File: config.mk
export PLATFORM = sky130hd
export DESIGN_NAME = qtcore_scan_ctrl_flat
export DESIGN_NICKNAME = d
export VERILOG_FILES = /design/src/rtl/qtcore_scan_ctrl_if.sv /design/src/rtl/qtcore_scan_ctrl.sv /design/src/flat_wrapper.sv
export SDC_FILE = /design/constraint.sdc
export NUM_CORES = 1
export LEC_CHECK = 0
export CAP_MARGIN = 40
export CORE_UTILIZATION = 36
export DETAILED_ROUTE_END_ITERATION = 8
export PLACE_DENSITY = 0.69
export SETUP_SLACK_MARGIN = 0.02
export SYNTH_ARGS = -nofsm -noshare
export SYNTH_HDL_FRONTEND = slang
export SYNTH_SLANG_ARGS = --single-unit
File: constraint.sdc
create_clock -name clk_in -period 1.4 [get_ports clk_in]
set_clock_uncertainty 0.05 [all_clocks]
set_input_delay 0.28 -clock clk_in [delete_from_list [all_inputs] [get_ports clk_in]]
set_output_delay 0.28 -clock clk_in [all_outputs]
set_load 0.005 [all_outputs]
File: src/rtl/qtcore_scan_ctrl_if.sv
// rtl/qtcore_scan_ctrl_if.sv - host byte streams between host and qtcore scan controller
interface qtcore_scan_ctrl_if;
  logic [7:0] in_data_in;
  logic       in_valid_in;
  logic       in_ready_out;
  logic [7:0] out_data_out;
  logic       out_valid_out;
  logic       out_ready_in;

  modport master (
    output in_data_in,
    output in_valid_in,
    input  in_ready_out,
    input  out_data_out,
    input  out_valid_out,
    output out_ready_in
  );

  modport slave (
    input  in_data_in,
    input  in_valid_in,
    output in_ready_out,
    output out_data_out,
    output out_valid_out,
    input  out_ready_in
  );
endinterface

File: src/rtl/qtcore_scan_ctrl.sv
// rtl/qtcore_scan_ctrl.sv - byte-stream scan-chain load/unload and proc_en run controller
module qtcore_scan_ctrl #(
  parameter int CHAIN_LEN = 176,
  parameter int RUNW      = 16
) (
  input  logic            clk_in,
  input  logic            rst_in,
  input  logic            start_in,
  input  logic            run_in,
  input  logic [RUNW-1:0] run_cycles_in,
  output logic            busy_out,
  output logic            done_out,
  qtcore_scan_ctrl_if.slave host,
  output logic            scan_enable_out,
  output logic            scan_data_out,
  input  logic            scan_data_in,
  output logic            proc_en_out
);

  localparam int NBYTES = CHAIN_LEN / 8;
  localparam int BCW    = (NBYTES > 1) ? $clog2(NBYTES) : 1;
  localparam logic [BCW-1:0] LAST_BYTE = BCW'(NBYTES - 1);

  typedef enum logic [2:0] {
    ST_IDLE  = 3'd0,
    ST_LOAD  = 3'd1,
    ST_SHIFT = 3'd2,
    ST_DRAIN = 3'd3,
    ST_RUN   = 3'd4
  } state_t;

  state_t          state_q, state_d;
  logic [7:0]      shreg_q;
  logic [2:0]      bit_cnt_q;
  logic [BCW-1:0]  byte_cnt_q;
  logic [RUNW-1:0] run_cnt_q;
  logic [7:0]      out_data_q;
  logic            out_valid_q;
  logic            done_q;
  logic            in_accept;
  logic            in_ready;

  // One-byte out buffer: a new byte may only be taken once the previous capture has left.
  assign in_ready  = (state_q == ST_LOAD) && !out_valid_q;
  assign in_accept = in_ready && host.in_valid_in;

  // State register.
  always_ff @(posedge clk_in) begin
    if (rst_in) begin
      state_q <= ST_IDLE;
    end else begin
      state_q <= state_d;
    end
  end

  // Next-state decode; start beats run when both are requested in IDLE.
  always_comb begin
    state_d = state_q;
    case (state_q)
      ST_IDLE: begin
        if (start_in) begin
          state_d = ST_LOAD;
        end else if (run_in && (run_cycles_in != '0)) begin
          state_d = ST_RUN;
        end
      end
      ST_LOAD: begin
        if (in_accept) begin
          state_d = ST_SHIFT;
        end
      end
      ST_SHIFT: begin
        if (bit_cnt_q == 3'd7) begin
          state_d = (byte_cnt_q == LAST_BYTE) ? ST_DRAIN : ST_LOAD;
        end
      end
      ST_DRAIN: begin
        if (!out_valid_q) begin
          state_d = ST_IDLE;
        end
      end
      ST_RUN: begin
        if (run_cnt_q <= RUNW'(1)) begin
          state_d = ST_IDLE;
        end
      end
      default: state_d = ST_IDLE;
    endcase
  end

  // Outputs decoded from registered state only, so the chain never sees host-input glitches.
  always_comb begin
    busy_out        = 1'b0;
    scan_enable_out = 1'b0;
    scan_data_out   = 1'b0;
    proc_en_out     = 1'b0;
    case (state_q)
      ST_IDLE:  busy_out = 1'b0;
      ST_SHIFT: begin
        busy_out        = 1'b1;
        scan_enable_out = 1'b1;
        scan_data_out   = shreg_q[7];
      end
      ST_RUN: begin
        busy_out    = 1'b1;
        proc_en_out = 1'b1;
      end
      default:  busy_out = 1'b1;
    endcase
  end

  // Datapath: shift register, counters, out buffer and done pulse.
  always_ff @(posedge clk_in) begin
    if (rst_in) begin
      shreg_q     <= '0;
      bit_cnt_q   <= '0;
      byte_cnt_q  <= '0;
      run_cnt_q   <= '0;
      out_data_q  <= '0;
      out_valid_q <= 1'b0;
      done_q      <= 1'b0;
    end else begin
      done_q <= 1'b0;
      if (out_valid_q && host.out_ready_in) begin
        out_valid_q <= 1'b0;
      end
      case (state_q)
        ST_IDLE: begin
          if (start_in) begin
            byte_cnt_q <= '0;
          end else if (run_in) begin
            run_cnt_q <= run_cycles_in;
            if (run_cycles_in == '0) begin
              done_q <= 1'b1;
            end
          end
        end
        ST_LOAD: begin
          if (in_accept) begin
            shreg_q   <= host.in_data_in;
            bit_cnt_q <= '0;
          end
        end
        ST_SHIFT: begin
          // Outgoing MSB leaves on this edge while the displaced chain bit enters at the LSB.
          shreg_q   <= {shreg_q[6:0], scan_data_in};
          bit_cnt_q <= bit_cnt_q + 3'd1;
          if (bit_cnt_q == 3'd7) begin
            out_data_q  <= {shreg_q[6:0], scan_data_in};
            out_valid_q <= 1'b1;
            byte_cnt_q  <= byte_cnt_q + BCW'(1);
          end
        end
        ST_DRAIN: begin
          if (!out_valid_q) begin
            done_q <= 1'b1;
          end
        end
        ST_RUN: begin
          run_cnt_q <= run_cnt_q - RUNW'(1);
          if (run_cnt_q <= RUNW'(1)) begin
            done_q <= 1'b1;
          end
        end
        default: done_q <= 1'b0;
      endcase
    end
  end

  assign done_out           = done_q;
  assign host.in_ready_out  = in_ready;
  assign host.out_data_out  = out_data_q;
  assign host.out_valid_out = out_valid_q;

endmodule
File: src/flat_wrapper.sv
// flat-port wrapper written by rule: the top's interface ports become plain ports
module qtcore_scan_ctrl_flat 
#(
  parameter int CHAIN_LEN = 176,
  parameter int RUNW      = 16
)
  (clk_in, rst_in, start_in, run_in, run_cycles_in, busy_out, done_out, scan_enable_out, scan_data_out, scan_data_in, proc_en_out, host_in_data_in, host_in_valid_in, host_in_ready_out, host_out_data_out, host_out_valid_out, host_out_ready_in);
  qtcore_scan_ctrl_if host_i ();
  input  logic clk_in;
  input  logic rst_in;
  input  logic start_in;
  input  logic run_in;
  input  logic [RUNW-1:0] run_cycles_in;
  output logic busy_out;
  output logic done_out;
  output logic scan_enable_out;
  output logic scan_data_out;
  input  logic scan_data_in;
  output logic proc_en_out;
  input wire logic [$bits(host_i.in_data_in)-1:0] host_in_data_in;
  input wire logic [$bits(host_i.in_valid_in)-1:0] host_in_valid_in;
  output wire logic [$bits(host_i.in_ready_out)-1:0] host_in_ready_out;
  output wire logic [$bits(host_i.out_data_out)-1:0] host_out_data_out;
  output wire logic [$bits(host_i.out_valid_out)-1:0] host_out_valid_out;
  input wire logic [$bits(host_i.out_ready_in)-1:0] host_out_ready_in;
  assign host_i.in_data_in = host_in_data_in;
  assign host_i.in_valid_in = host_in_valid_in;
  assign host_in_ready_out = host_i.in_ready_out;
  assign host_out_data_out = host_i.out_data_out;
  assign host_out_valid_out = host_i.out_valid_out;
  assign host_i.out_ready_in = host_out_ready_in;
  qtcore_scan_ctrl #(.CHAIN_LEN(CHAIN_LEN), .RUNW(RUNW)) u_core (.clk_in(clk_in), .rst_in(rst_in), .start_in(start_in), .run_in(run_in), .run_cycles_in(run_cycles_in), .busy_out(busy_out), .done_out(done_out), .host(host_i), .scan_enable_out(scan_enable_out), .scan_data_out(scan_data_out), .scan_data_in(scan_data_in), .proc_en_out(proc_en_out));
endmodule
Word level (Yosys, flattened, before mapping)

Index checks and enable logic that the tools add are counted.

$add $sub $neg: 3
Reductions and logical operators: 16
Magnitude comparators: 1
Multiplexer cells: 31
Eq/ne operators: 14

Operator list:

| cell                  | number |
|---|---|
| $mux 16               | 2 |
| $pmux 16 s2           | 1 |
| $mux 3                | 7 |
| $le 16x1->1 const B   | 1 |
| $logic_not 16->1      | 1 |
| $pmux 8 s2            | 1 |
| $reduce_bool 16->1    | 1 |
| $sub 16x1->16 const B | 1 |
| $pmux 3 s5            | 1 |
| $mux 1                | 12 |
| $mux 5                | 2 |
| $pmux 5 s2            | 1 |
| $mux 8                | 1 |
| $ne 2x2->1 const B    | 4 |
| $eq 3x2->1 const B    | 2 |
| $eq 3x3->1 const B    | 2 |
| $ne 2x1->1 const B    | 3 |
| $pmux 3 s2            | 1 |
| $reduce_and 3->1      | 2 |
| $reduce_bool 2->1     | 3 |
| $add 5x1->5 const B   | 1 |
| $eq 5x5->1 const B    | 1 |
| $reduce_and 5->1      | 1 |
| $logic_and 1x1->1     | 4 |
| other kinds (8)       | 9 |

Output and inout port bits: 15
Bits in registers: 45

Depth between registers and ports, before layout

Gate-level depths: netlist of the first run.

Depth in word-level cells: 5
Mapped depth: 7
Mapped depth without buffers: 6

Worst setup path before layout of the first run

Ideal clock, no wire load.

Path type: register to register
Start point: register u_core.bit_cnt_q[0]
End point: register u_core.byte_cnt_q[1]
Path slack: -0.183 ns
Data required time: 1.222 ns
Arrival time: 1.405 ns
Clock period less this slack: 1.583 ns
Stages on the path, launching flop included: 8
Cells stage by stage: dfxtp_1 ha_1 ha_1 nor4bb_1 buf_2 a21oi_1 mux2i_1 nor2_1

Longest elaborated chain between the ends: 3

RTL lines:

| item                       | RTL line                | RTL |
|---|---|---|
| start: declaration         | qtcore_scan_ctrl.sv:34  | `logic [2:0] bit_cnt_q;` |
| start signal: assignment   | qtcore_scan_ctrl.sv:147 | `bit_cnt_q <= bit_cnt_q + 3'd1;` |
| $eq 3x3->1                 | qtcore_scan_ctrl.sv:148 | `if (bit_cnt_q == 3'd7) begin` |
| $ne 2x1->1 (no line)       | --                      |  |
| $reduce_and 3->1 (no line) | --                      |  |
| end signal: assignment     | qtcore_scan_ctrl.sv:151 | `byte_cnt_q <= byte_cnt_q + BCW'(1);` |
| end: declaration           | qtcore_scan_ctrl.sv:35  | `logic [BCW-1:0] byte_cnt_q;` |

Every way passes these cells.
A chain may end at the register's enable or synchronous reset.

Worst setup path after layout of the first run

Start point: register u_core.state_q[1]
End point: register u_core.run_cnt_q[6]

Longest elaborated chain between the ends: 3
Elaborated cells between the ends (all ways): 7

RTL lines:

| item                                                      | RTL line                | RTL |
|---|---|---|
| start: declaration                                        | qtcore_scan_ctrl.sv:32  | `state_t state_q, state_d;` |
| start signal: assignment                                  | qtcore_scan_ctrl.sv:52  | `state_q <= state_d;` |
| $eq 3x3->1 or $logic_not 3->1 (tied branches)             | qtcore_scan_ctrl.sv:127 | `case (state_q)` |
| $reduce_bool 2->1 (no line) or $ne 2x2->1 (tied branches) | --                      |  |
| $reduce_and 3->1 (no line)                                | --                      |  |
| end signal: assignment                                    | qtcore_scan_ctrl.sv:132 | `run_cnt_q <= run_cycles_in;` |
| end signal: assignment                                    | qtcore_scan_ctrl.sv:160 | `run_cnt_q <= run_cnt_q - RUNW'(1);` |
| end: declaration                                          | qtcore_scan_ctrl.sv:36  | `logic [RUNW-1:0] run_cnt_q;` |

Parallel ways exist; a longest one is shown, timed or not.

==> results of run 1 <==
==> layout make-up <==
class / count / area (µm²)
repair buffers: 142 / 1330
flip-flops and latches: 45 / 933
inverters: 9 / 36.3
multi-input cells: 214 / 1830
fillers: 476 / 2110
clock buffers: 5 / 68.8
clock inverters: 3 / 22.5
well taps: 77 / 96.3
==> Yosys cell counts (all sizes together), types with 3 or more instances <==
cell type  number  area, µm²
a21oi          31        155
o221ai          3       26.3
nor3b           3       33.8
o21ai           9       45.0
nor3           10       66.3
nor2           29        116
mux2i          10        100
a31oi           5       31.3
nand2b          5       31.3
buf            10       76.3
a22oi           5       37.5
nand3           5       25.0
ha              6       75.1
xnor2           4       35.0
a32oi           3       26.3
or3             4       25.0
a211oi          8       70.1
nand2          26       97.6
nand4           3       18.8
nor2b           4       25.0
nor4            8       56.3
dfxtp          45        901
clkbuf          8       30.0
inv             9       33.8
==> worst paths after layout <==
| path | from | slack [ns] | end |
|---|---|---|---|
| worst min-delay path | run_cycles_in[2] | 0.37 | u_core.run_cnt_q[2] |
| worst min register to register | u_core.host.out_data_out[6] | 0.41 | u_core.host.out_data_out[6] |
| worst max register to register | u_core.state_q[1] | -0.33 | u_core.run_cnt_q[6] |
| worst max-delay path | u_core.state_q[1] | -0.33 | u_core.run_cnt_q[6] |
==> metal layers <==
layer,track usage,vias to the layer above,routed length [µm]
met1,0.263,1320,3530
met5,0,-,0
li1,-,1313,-
met3,0.0383,18,382
met2,0.428,94,4520
met4,0.0784,0,159
==> where the power goes <==
| part | switching [W] | internal, W | leakage (nW) |
|---|---|---|---|
| Combinational | 0.000746 | 0.000847 | 1.32 |
| Sequential | 0.000107 | 0.00137 | 0.376 |
| Clock | 0.000495 | 0.000355 | 0.0481 |
==> kinds of logic after synthesis <==
| group | share of synthesized area |
|---|---|
| and+or+nand+nor | 0.260 |
| adders and majority gates | 0.0308 |
| muxes | 0.0411 |
| xor gates and xnor gates | 0.0180 |
| DFF | 0.370 |
| AOI/OAI and AO/OA | 0.223 |
| buffers and inverters | 0.0576 |
==> state kept, by name, indices dropped and copies added (netlist names) <==
signal and cells:
u_core.bit_cnt_q 3, u_core.byte_cnt_q 5, u_core.done_out 1, u_core.host.out_data_out 8, u_core.host.out_valid_out 1, u_core.run_cnt_q 16
u_core.shreg_q 8, u_core.state_q 3
==> per-stage QoR <==
stage                     power, W  setup slack (ns)  instance area (µm²)   util
after floorplan            0.00214            -0.115                 2540      -
after global placement     0.00266            -0.520                 3510  0.546
after detailed placement   0.00269            -0.535                 3510  0.546
after CTS                  0.00377            -0.316                 4080  0.635
after global routing       0.00408            -0.384                 4310  0.672
final                      0.00392            -0.333                 4310  0.672
==> what timing repair did <==
item	4_1_cts	5_1_grt
setup endpoints to repair	59	51
resized for setup	109	58
gates cloned	1	1
pin swaps	31	29
buffers inserted	25	4
==> critical path, delay by kind of cell (launching register included) <==
kind            cells  cell delay (ns)
simple gates        3             0.78
buf+inv             3             0.31
flops               1             0.36
compound gates      1             0.16
==> run metrics, run 1 <==
synth warn=0; hpwl dp=5300 µm; Cells after DPL=462; vias in the first global route=2748; area grow syn2layout=77.2%; Die ar.=7100 µm²; Routed Wire Length=8590 µm; Distinct cells, synth=61; Most common cell on crit path=buf_6; initial drt markers=187; period utilization=1.24; setup TNS=-9.66 ns; # IOs=46; Die Y-Extent=84.2 µm; Die Wd=84.2 µm; Residual DRC=6; CTS buffer count=5; drt pass-1 iters=6; vias=2745; synthesized instance count=286; maximum operating frequency=0.577 GHz; CP cell instances=buf_6 -> or3b_4 -> inv_4 -> buf_6 -> nand2_4 -> or3_1 -> a31oi_1; Clock transition at path regs=0.09 ns; grt ovf=0; Via-to-Cell Ratio=5.55; CP max stage cell=or3b_4; Core Footprint=6420 µm²; synthesized flop and latch total=45; post-synthesis net count=323; Routed Antenna Nets=0; type of the worst setup path=reg2reg; Hold Crit Class=in2reg; minimum clock period=1.73 ns; fin cells=495; commonest non-fill, non-tap cell in the layout=buf_4; worst-margin pin slew=0.371 ns; Worst slew margin=0.752; Crit. End Element=register; pwr/cell area=909 nW/µm²; Seq/Total Area, Yosys=0.370; number of synthesized flops with an enable pin=0; syn avg cell area=8.51 µm²; FP Rows=29; Post-synth ARST share=0; Main synth FF type=dfxtp_1; Max stage delay on crit path=0.41 ns; Max Cap Viol=0; failing checks=DRC, setup timing; Overall Global Routing Usage=0.229; final worst slack=-0.333 ns; GP Congestion=0.874; CP startpoint kind=register; initial antenna violation count=0; CTS tree=yes; largest net degree at the start of global routing=22; fraction of layout cells with a size suffix above 1=0.510; Final nets=454; Clock Sinks=45; RSZ-0062 raised after global routing=yes; final hold vios=0; global-route wire length before repair=13100 µm; hold-fix buffers at CTS=0; status=finished with violations; ant diodes=0; leakage power=1.74 nW; total number of H-tree levels=2; critical path data arrival time=1.91 ns; IO buf count=45; Max Root-Sink Buffers=2; CTS root buf=clkbuf_8; Routed WL per cell=17.4 µm; tightest hold margin=0.374 ns; clk_lat worst skew=0.31 ns; Slew Viols, Final=0; CP required=1.58 ns; Reg2Reg Depth=7; Post-Syn Area=2430 µm²; crit path max fanout=5; Finish-stage setup viols=48; worst IR drop on VDD=696 µV; initial core utilization=0.379; Worst Hold Depth=4; most frequent cells in the layout=buf_4 (65), dfxtp_1 (27), buf_6 (26)
Power figures use the tool's default switching activity.
==> inputs of run 2 (changes only) <==
- CORE_UTILIZATION: 36 -> 25
- MAX_ROUTING_LAYER: unset -> met4
- PLACE_DENSITY: 0.69 -> 0.54
==> run 2 against run 1 <==
Compared with the run above: the run ends with setup timing left; register-to-register slack gained 0.04 ns; cell area grew 3.9%; total power grew 2.0%; critical path type is now reg2out; largest cell class unchanged; largest power group unchanged; critical path depth shrank 2; sequential power is essentially flat; combinational power shrank 3%; highest routed layer unchanged.
==> run metrics, run 2 (synthesis results as in run 1) <==
CTS tree=yes; Worst slew margin=0.732; Slew Viols, Final=0; Overall Power=0.00400 W; final hold vios=0; Die ar.=10100 µm²; GP Congestion=0.839; initial antenna violation count=0; IO buf count=45; vias in the first global route=2793; vias=2717; period utilization=1.22; CP startpoint kind=register; hpwl dp=5670 µm; initial core utilization=0.261; leakage power=1.75 nW; Crit. End Element=primary output; minimum clock period=1.71 ns; Top reg by flops=u_core.run_cnt_q; fraction of layout cells with a size suffix above 1=0.527; drt pass-1 iters=4; r2r endpoint=u_core.run_cnt_q[6]; most frequent cells in the layout=buf_4 (70), dfxtp_1 (27), clkdlybuf4s50_1 (23), buf_6 (23), nor2_1 (18); Routed WL per cell=15.2 µm; area grow syn2layout=84.2%; critical path data arrival time=1.38 ns; pwr/cell area=892 nW/µm²; worst IR drop on VDD=460 µV; setup TNS=-8.31 ns; failing checks=setup timing; Core Footprint=9330 µm²; Routed Wire Length=8370 µm; Area after DPL=3600 µm²; initial drt markers=76; Final nets=457; clk_lat worst skew=0.30 ns; commonest non-fill, non-tap cell in the layout=buf_4; maximum operating frequency=0.585 GHz; fin cells=550; Hold Crit Class=reg2reg; FP Rows=35; Routed Antenna Nets=0; RSZ-0062 raised after global routing=yes; type of the worst setup path=reg2out; Overall Global Routing Usage=0.172; worst-margin pin slew=0.399 ns; Reg2Reg Depth=6; CTS root buf=clkbuf_8; Max Root-Sink Buffers=2; CP required=1.07 ns; Max Cap Viol=0; ant diodes=0; Largest register FFs=16; R2R setup slack=-0.29 ns; Die Wd=101 µm; largest net degree at the start of global routing=21; Cells after DPL=516; Finished Cell Area=4480 µm²; Filler cells=871; Via-to-Cell Ratio=4.94; final worst slack=-0.310 ns; grt ovf=0; Clock Sinks=45; total number of H-tree levels=2; Finish-stage setup viols=47; CTS buffer count=5; Die Y-Extent=101 µm; global-route wire length before repair=13400 µm; Clock transition at path regs=0.11 ns; Worst Hold End=u_core.host.out_data_out[4]; status=finished with violations; Worst Hold Depth=2; min-delay src=u_core.host.out_data_out[4]; Residual DRC=0; crit path max fanout=3; # IOs=46; RR Startpoint=u_core.state_q[1]
[run 2: worst max-delay path by stage]
stage                 startpoint                   end  slack [ns]  cells past startpoint
3_3_place_gp            start_in   u_core.run_cnt_q[2]       -0.56                      6
4_1_cts        u_core.state_q[0]   u_core.run_cnt_q[6]       -0.32                      6
6_report       u_core.state_q[0]         scan_data_out       -0.31                      5
5_1_grt        u_core.state_q[0]   u_core.run_cnt_q[5]       -0.37                      6
3_5_place_dp            start_in   u_core.run_cnt_q[2]       -0.59                      6
2_1_floorplan  u_core.state_q[2]  u_core.run_cnt_q[11]       -0.12                      5
[run 2: final cells by class]
class,instances,area (µm²),share of cell area
Inverter,9,36.3,0.00809
Clock buffer,6,93.8,0.0209
Timing Repair Buffer,144,1350,0.302
Clock inverter,2,17.5,0.00391
Multi-Input combinational cell,215,1890,0.421
Sequential cell,45,933,0.208
Tap cell,129,161,0.0360
[run 2: worst max-delay path, stage by stage (launching register included)]
cell and delay [ns]:
dfxtp_4 0.37, buf_12 0.13, nor3b_4 0.23, buf_6 0.13
and2_4 0.13, buf_6 0.09
[run 2: per-layer routing]
layer / wire length [µm] / vias to the layer above / global-route usage
met5: 0 / - / -
met4: 136 / 0 / 0.0524
met3: 369 / 13 / 0.0305
met2: 4360 / 79 / 0.308
met1: 3500 / 1298 / 0.196
li1: - / 1327 / -
[run 2: power by group]
| part | switching [W] | internal, W | total, W | leakage, nW |
|---|---|---|---|---|
| logic | 0.000723 | 0.000815 | 0.00154 | 1.32 |
| clock network | 0.000511 | 0.000474 | 0.000985 | 0.0573 |
| registers | 0.000105 | 0.00137 | 0.00148 | 0.376 |
| total | 0.00134 | 0.00266 | 0.00400 | 1.75 |
[run 2: per-stage QoR]
stage / util / hold WS (ns) / worst slack [ns]
floorplan: - / 0.366 / -0.115
global placement: 0.386 / 0.397 / -0.562
detailed placement: 0.386 / 0.399 / -0.587
CTS: 0.453 / 0.409 / -0.319
global route: 0.481 / 0.443 / -0.367
finish: 0.481 / 0.415 / -0.310
[run 2: repair_timing]
item	4_1_cts	5_1_grt
setup buffers	18	10
endpoints found under the setup margin	59	50
gates cloned	2	0
resized for setup	132	53
pin swaps	40	39
hold buffers	0	0
==> inputs of run 3 (changes only) <==
- clock period: 1.4 -> 1.55 ns (I/O delays scaled with it)
==> run 3 against run 2 <==
Compared with the run above: the run still ends with setup timing left; non-clock buffer count is 14 lower; utilization decreased by 4.4 points; wire length down 3.0%; critical path depth rose by 1; hold slack worse by 0.0034 ns; total power down 15%; combinational power fell by 19%; first-iteration DRC count is 32% higher; worst setup slack gained 0.13 ns; clock power shrank 16%; final cell count shrank 2.5%.
==> run metrics, run 3 (synthesis results as in run 1) <==
Int Power=0.00222 W; area grow syn2layout=67.2%; hpwl dp=5530 µm; Hold Crit Class=reg2reg; Top reg by flops=u_core.run_cnt_q; GP Congestion=0.880; crit path max fanout=8; clk_lat worst skew=0.32 ns; largest net degree at the start of global routing=18; Final nets=443; failing checks=setup timing; Residual DRC=0; Routed WL per cell=15.2 µm; Worst slew margin=0.747; Net Switching=0.00117 W; ant diodes=0; # IOs=46; fraction of layout cells with a size suffix above 1=0.408; CP startpoint kind=register; final hold vios=0; Crit. End Element=register; Overall Global Routing Usage=0.157; grt ovf=0; global-route wire length before repair=12300 µm; final worst slack=-0.182 ns; FP Rows=35; Finish-stage setup viols=34; vias=2636; vias in the first global route=2611; IO buf count=45; Combinational Power Share=0.365; CTS root buf=clkbuf_8; Max Cap Viol=0; commonest non-fill, non-tap cell in the layout=buf_4; Clock transition at path regs=0.11 ns; Die ar.=10100 µm²; Routed Antenna Nets=0; leakage power=1.62 nW; CTS buffer count=5; Overall Power=0.00339 W; Core Footprint=9330 µm²; most frequent cells in the layout=buf_4 (70), clkdlybuf4s50_1 (32), dfxtp_1 (31); Max Root-Sink Buffers=2; Routed Wire Length=8130 µm; total number of H-tree levels=2; initial core utilization=0.261; drt pass-1 iters=4; initial drt markers=100; Clock Sinks=45; critical path data arrival time=1.92 ns; minimum clock period=1.73 ns; RSZ-0062 raised after global routing=yes; status=finished with violations; CP required=1.74 ns; type of the worst setup path=reg2reg; pwr/cell area=833 nW/µm²; tightest hold margin=0.412 ns; Die Wd=101 µm; Largest register FFs=16; worst IR drop on VDD=337 µV; Slew Viols, Final=0; Die Y-Extent=101 µm; CTS tree=yes; worst-margin pin slew=0.377 ns; period utilization=1.12; Sw Share=0.344; initial antenna violation count=0; Reg power frac=0.392; maximum operating frequency=0.577 GHz; clock power share=0.244; pre-CTS WS=-0.423 ns; Via-to-Cell Ratio=4.92
[run 3: changes by cell type in the layout (fill, tap and decap cells not counted), moves of 4 or more]
cell and change:
a21oi_2 -11, buf_12 -5, a211oi_2 -4, nor2_1 +4
a21oi_1 +10, a211oi_1 +4, dfxtp_1 +4, nor2_4 -4
dlymetal6s2s_1 +5, buf_6 -9, nand2_4 -8, clkdlybuf4s50_1 +9
dlygate4sd2_1 -13, nand2_1 +10
[run 3: what timing repair did]
action / 4_1_cts / 5_1_grt
hold buffers: 0 / 0
resized for setup: 78 / 44
gates cloned: 0 / 2
pin swaps: 30 / 19
endpoints found under the setup margin: 54 / 48
setup buffers: 9 / 15
[run 3: critical path, cell delays in order (launching register included)]
cell	delay, ns
dfxtp_4	0.37
buf_6	0.13
or4b_4	0.60
nor2_4	0.13
buf_6	0.15
nand2_1	0.07
a31oi_1	0.16
[run 3: cell type report]
cell class              count  area, µm²
clock buffers               5       68.8
repair buffers            130       1170
inverters                   9       33.8
well taps                 129        161
multi-input cells         215       1690
fillers                   930       5260
clock inverters             3       26.3
flip-flops and latches     45        926
[run 3: worst paths after layout]
path / cells after the start / start / to / slack (ns)
min reg2reg: 2 / u_core.host.out_data_out[4] / u_core.host.out_data_out[4] / 0.41
min: 2 / u_core.host.out_data_out[4] / u_core.host.out_data_out[4] / 0.41
max reg2reg: 6 / u_core.state_q[1] / u_core.run_cnt_q[6] / -0.18
max: 6 / u_core.state_q[1] / u_core.run_cnt_q[6] / -0.18
[run 3: power groups by stage]
stage | Combinational (W) | Clock (W) | Sequential, W
after floorplan | 0.000548 | 0 | 0.00133
after global placement | 0.00100 | 0 | 0.00134
after detailed placement | 0.00100 | 0 | 0.00134
after CTS | 0.00110 | 0.000837 | 0.00132
after global routing | 0.00133 | 0.000890 | 0.00134
final | 0.00124 | 0.000825 | 0.00133
[run 3: metal layers]
metal,GRT usage,wire [µm],part of all wire,up-vias
li1,-,-,-,1294
met5,-,0,0,-
met3,0.0277,313,0.039,9
met4,0.0468,76,0.0094,0
met2,0.276,4320,0.53,64
met1,0.183,3410,0.42,1269
[run 3: stage by stage]
stage,cells,util,TNS [ns],area (µm²)
6_report,536,0.436,-3.40,4070
5_1_grt,536,0.436,-5.61,4070
4_1_cts,520,0.402,-2.84,3750
3_5_place_dp,505,0.366,-9.88,3420
3_3_place_gp,505,0.366,-8.94,3420
2_1_floorplan,286,-,0,2440
